==> src/rtl/shift_add_multiplier_if.sv <==
// shift_add_multiplier_if: load/start strobes, operand bus and product/status bundle
interface shift_add_multiplier_if #(parameter int WIDTH = 8);
    logic               LDA;
    logic               LDQ;
    logic               MULT_EN;
    logic [WIDTH-1:0]   D_IN;
    logic [2*WIDTH-1:0] PRODUCT;
    logic               BUSY;
    logic               DONE;
    logic               Z_FLAG;
    modport master (output LDA, LDQ, MULT_EN, D_IN, input PRODUCT, BUSY, DONE, Z_FLAG);
    modport slave (input LDA, LDQ, MULT_EN, D_IN, output PRODUCT, BUSY, DONE, Z_FLAG);
endinterface

==> src/rtl/shift_add_multiplier.sv <==
// shift_add_multiplier: sequential unsigned shift-add multiplier, one partial product per clock
module shift_add_multiplier #(
    parameter int WIDTH = 8
) (
    input logic                   CLK,
    input logic                   RST,
    shift_add_multiplier_if.slave bus
);
    localparam int CW = $clog2(WIDTH) + 1;
    localparam logic [1:0] IDLE = 2'd0, RUN = 2'd1, FIN = 2'd2;
    logic [1:0]         state;
    logic [WIDTH-1:0]   m, q, a;
    logic [CW-1:0]      cnt;
    logic [WIDTH:0]     sum;
    logic [2*WIDTH-1:0] product;
    logic               z;
    // sum[WIDTH] is the step carry; shifting {sum,q} right drops it into a and clears it
    always_comb sum = {1'b0, a} + {1'b0, q[0] ? m : '0};
    always_ff @(posedge CLK) begin
        if (RST) begin
            state   <= IDLE;
            m       <= '0;
            q       <= '0;
            a       <= '0;
            cnt     <= '0;
            product <= '0;
            z       <= 1'b1;
        end else begin
            case (state)
                IDLE: begin
                    if (bus.MULT_EN) begin
                        a     <= '0;
                        cnt   <= '0;
                        state <= RUN;
                    end else begin
                        if (bus.LDA) m <= bus.D_IN;
                        if (bus.LDQ) q <= bus.D_IN;
                    end
                end
                RUN: begin
                    a   <= sum[WIDTH:1];
                    q   <= {sum[0], q[WIDTH-1:1]};
                    cnt <= cnt + CW'(1);
                    if (cnt == CW'(WIDTH - 1)) begin
                        state   <= FIN;
                        product <= {sum, q[WIDTH-1:1]};
                        z       <= ~|{sum, q[WIDTH-1:1]};
                    end
                end
                default: state <= IDLE;
            endcase
        end
    end
    assign bus.PRODUCT = product;
    assign bus.Z_FLAG  = z;
    assign bus.BUSY    = state == RUN;
    assign bus.DONE    = state == FIN;
endmodule

==> src/flat_wrapper.sv <==
// flat-port wrapper written by rule: the top's interface ports become plain ports
module shift_add_multiplier_flat 
#(
    parameter int WIDTH = 8
)
  (CLK, RST, bus_LDA, bus_LDQ, bus_MULT_EN, bus_D_IN, bus_PRODUCT, bus_BUSY, bus_DONE, bus_Z_FLAG);
  shift_add_multiplier_if #(.WIDTH(WIDTH)) bus_i ();
  input logic CLK;
  input logic RST;
  input wire logic [$bits(bus_i.LDA)-1:0] bus_LDA;
  input wire logic [$bits(bus_i.LDQ)-1:0] bus_LDQ;
  input wire logic [$bits(bus_i.MULT_EN)-1:0] bus_MULT_EN;
  input wire logic [$bits(bus_i.D_IN)-1:0] bus_D_IN;
  output wire logic [$bits(bus_i.PRODUCT)-1:0] bus_PRODUCT;
  output wire logic [$bits(bus_i.BUSY)-1:0] bus_BUSY;
  output wire logic [$bits(bus_i.DONE)-1:0] bus_DONE;
  output wire logic [$bits(bus_i.Z_FLAG)-1:0] bus_Z_FLAG;
  assign bus_i.LDA = bus_LDA;
  assign bus_i.LDQ = bus_LDQ;
  assign bus_i.MULT_EN = bus_MULT_EN;
  assign bus_i.D_IN = bus_D_IN;
  assign bus_PRODUCT = bus_i.PRODUCT;
  assign bus_BUSY = bus_i.BUSY;
  assign bus_DONE = bus_i.DONE;
  assign bus_Z_FLAG = bus_i.Z_FLAG;
  shift_add_multiplier #(.WIDTH(WIDTH)) u_core (.CLK(CLK), .RST(RST), .bus(bus_i));
endmodule
==> config.mk <==
export PLATFORM = sky130hd
export DESIGN_NAME = shift_add_multiplier_flat
export DESIGN_NICKNAME = d
export VERILOG_FILES = /design/src/rtl/shift_add_multiplier_if.sv /design/src/rtl/shift_add_multiplier.sv /design/src/flat_wrapper.sv
export SDC_FILE = /design/constraint.sdc
export NUM_CORES = 1
export LEC_CHECK = 0
export ABC_CLOCK_PERIOD_IN_PS = 3150
export CORE_ASPECT_RATIO = 1.1
export CORE_MARGIN = 2
export CORE_UTILIZATION = 45
export CTS_CLUSTER_SIZE = 8
export DETAILED_ROUTE_END_ITERATION = 12
export GPL_ROUTABILITY_DRIVEN = 0
export PLACE_DENSITY = 0.76
export SKIP_CTS_REPAIR_TIMING = 1
export SLEW_MARGIN = 20
export SYNTH_ARGS = -nofsm -noshare
export SYNTH_HDL_FRONTEND = slang
export SYNTH_SLANG_ARGS = --single-unit
==> constraint.sdc <==
create_clock -name CLK -period 3.15 [get_ports CLK]
set_clock_uncertainty 0.15 [all_clocks]
set_input_delay 0.315 -clock CLK [delete_from_list [all_inputs] [get_ports CLK]]
set_output_delay 0.315 -clock CLK [all_outputs]
set_load 0.01 [all_outputs]
==> metrics.cfg <==
[status]
status = finished, final reports clean

[logic_synthesis]
syn_area_um2 = 2140
synth-edff-count = 0
synth_top_area_cell = dfxtp_1
synth_nets = 285
synthTopCellsByArea = dfxtp_1, nand2_1, a21oi_1
synth_top_area_share = 0.441
synth_ff_type = dfxtp_1
synthCells = 262
yosysSeqAreaShare = 0.441
ys_ff_latch = 47
syn_avg_cell_area_um2 = 8.15
async_reset_ff_frac = 0
yosysWarningCount = 0
ys_types = 40

[grt]
grt_max_degree = 27
grt_pass1_vias = 1823
grt_pass1_wl_um = 8170
grt_overflow = 0
antenna_found_initial = 0
track_usage = 0.191

[worst_setup_path]
required_ns = 3.25
r2r_end = u_core.bus.Z_FLAG
path_cells = and2_1, ha_1, inv_1, fa_1, nand2b_1, a21oi_1, xor2_1, or4_1, nor4_1, a221o_1
critPathCapture = u_core.bus.Z_FLAG
worstPathMaxFanout = 9
cpMaxStageDelayCell = or4_1
cp.arrival_ns = 2.85
worst-r2r-cell-count = 10
crit_family = simple AND/OR/NAND/NOR gates
r2r-start = u_core.q[0]
rrSetupSlack_ns = 0.41
slowest_delay_ns = 0.50
worstSetupStartpoint = u_core.q[0]
cp.depth = 10
endpoint_kind = flop
cp-start-kind = flop
path_class = reg2reg
crit_buf_inv = 1

[hold_path]
worstHoldPathType = reg2reg
hold_depth = 2

[placed_design]
portBuffers = 31
placed_area_um2 = 2500
dp_hpwl_um = 3450

[clock_tree]
cts_root_buf = clkbuf_8
cts_tree = built
cts_buffer_depth = 2
cts.reportedPaths.clkPinSlew_ns = 0.09
numClockSinks = 47
numCtsBuffers = 5
clk_latency_ns = 0.30
htreeDepth = 2

[drt]
drcViolationCount = 0
wire_per_inst_um = 13.2
vias = 1871
drt-initial-drc-count = 79
ant_nets = 0
finalWirelength_um = 4610
first_pass_iters = 4
vias_per_cell = 5.36

[die]
row_count = 26
io_pins = 32
die_x_um = 69.7
dieHeight_um = 76.3
die_area_um2 = 5310
core_um2 = 4620
initial_core_util = 0.462

[power]
power_density_nw_per_um2 = 422
power_leakage_nw = 0.986
ir_worst_vdd_v = 0.000240

[timing]
max_freq_ghz = 0.365
max_slew_margin = 0.562
min_period_over_period = 0.871
setup_viol = 0
maxSlewViolCount = 0
tightest_slew_ns = 0.655
final-hold-violation-count = 0
fin_crit_ns = 2.74
rsz0062_at_grt = false
fin_setup_tns_ns = 0

[finish]
nets = 315
antenna_cells = 0
final_layout_size_suffix_gt1_frac = 0.0717
areaGrowthSynthToFinish_pct = 21.1
finalInstanceArea_um2 = 2590
fillCellCount = 449

[run]
cap_violations = 0

[cell type report]
type,instances,area (um2),share of cell area
Timing Repair Buffer,35,340,0.132
Multi-Input combinational cell,198,1130,0.436
Tap cell,56,70.1,0.0271
Clock inverter,3,18.8,0.00725
Sequential cell,47,941,0.364
Inverter,5,21.3,0.00822
Clock buffer,5,68.8,0.0266
[per-layer routing]
layer,routed length [um],global-route usage,up-vias,part of all wire
li1,-,-,959,-
met1,1940,0.225,867,0.42
met2,2410,0.336,37,0.52
met3,173,0.0357,8,0.038
met4,91,0.0865,0,0.020
met5,0,0,-,0
[where the power goes]
group	internal (W)	switching, W
clock	0.000156	0.000208
combinational	0.0000429	0.0000573
sequential	0.000611	0.0000177
total	0.000810	0.000283
[Yosys cell counts, types with 2 or more instances]
master / instances
a211oi_1: 3
a21o_1: 3
a21oi_1: 27
a22oi_1: 7
a311oi_1: 9
a31oi_1: 4
and2_1: 7
clkbuf_1: 10
dfxtp_1: 47
ha_1: 9
inv_1: 4
nand2_1: 64
nand3_1: 5
nand3b_1: 2
nor2_1: 30
nor4_1: 2
or3_1: 2
xnor2_1: 3
xor2_1: 3
[cells by family (layout without fill, tap and decap cells)]
family | after synthesis | after routing | share of synthesized area
and+or+nand+nor | 125 | 125 | 0.270
DFF | 47 | 47 | 0.441
adders and majority gates | 10 | 10 | 0.0621
xor gates and xnor gates | 6 | 6 | 0.0246
AOI/OAI and AO/OA | 57 | 57 | 0.171
buffers and inverters | 17 | 48 | 0.0316
[registers in the layout (all words and copies together), names as in the netlist]
signal and flops:
u_core.bus.PRODUCT 16, u_core.bus.Z_FLAG 1, u_core.q 8, u_core.cnt 4
u_core.m 8, u_core.a 8, u_core.state 2
[cells in the final DEF, fill, tap and decap left out, types with 2 or more instances in the layout]
| master | Yosys | routed |
|---|---|---|
| nand2_1 | 64 | 64 |
| dfxtp_1 | 47 | 47 |
| clkdlybuf4s50_1 | 0 | 31 |
| nor2_1 | 30 | 30 |
| a21oi_1 | 27 | 27 |
| a311oi_1 | 9 | 9 |
| ha_1 | 9 | 9 |
| and2_1 | 7 | 7 |
| a22oi_1 | 7 | 7 |
| nand3_1 | 5 | 5 |
| clkbuf_8 | 0 | 5 |
| inv_1 | 4 | 4 |
| a31oi_1 | 4 | 4 |
| buf_4 | 0 | 4 |
| a211oi_1 | 3 | 3 |
| a21o_1 | 3 | 3 |
| xnor2_1 | 3 | 3 |
| xor2_1 | 3 | 3 |
| nand3b_1 | 2 | 2 |
| or3_1 | 2 | 2 |
| nor4_1 | 2 | 2 |
| clkinv_2 | 0 | 2 |
[worst register-to-register path: cells and delay by family, from the launching register on]
family	cells	cell delay [ns]
AOI/OAI and AO/OA	2	0.38
xor gates and xnor gates	1	0.13
adders and majority gates	2	0.53
buffers and inverters	1	0.05
DFF	1	0.42
and+or+nand+nor	4	1.02
[stage by stage]
step,util,setup WS (ns),power (W),hold slack [ns],instances
final,0.560,0.408,0.00109,0.305,349
after global routing,0.560,0.270,0.00114,0.332,349
after CTS,0.560,0.421,0.00110,0.305,349
after detailed placement,0.541,0.434,0.000743,0.293,341
after global placement,0.541,0.507,0.000741,0.293,341
after floorplan,-,0.605,0.000702,0.282,262
[worst min path at each step]
stage | startpoint | to | slack [ns]
after detailed placement | u_core.m[4] | u_core.m[4] | 0.29
after floorplan | u_core.m[0] | u_core.m[0] | 0.28
final | u_core.m[4] | u_core.m[4] | 0.31
after global placement | u_core.bus.PRODUCT[12] | u_core.bus.PRODUCT[12] | 0.29
after global routing | u_core.bus.PRODUCT[7] | u_core.bus.PRODUCT[7] | 0.33
after CTS | u_core.m[4] | u_core.m[4] | 0.31
No activity file was read; power rests on OpenSTA's default activity.
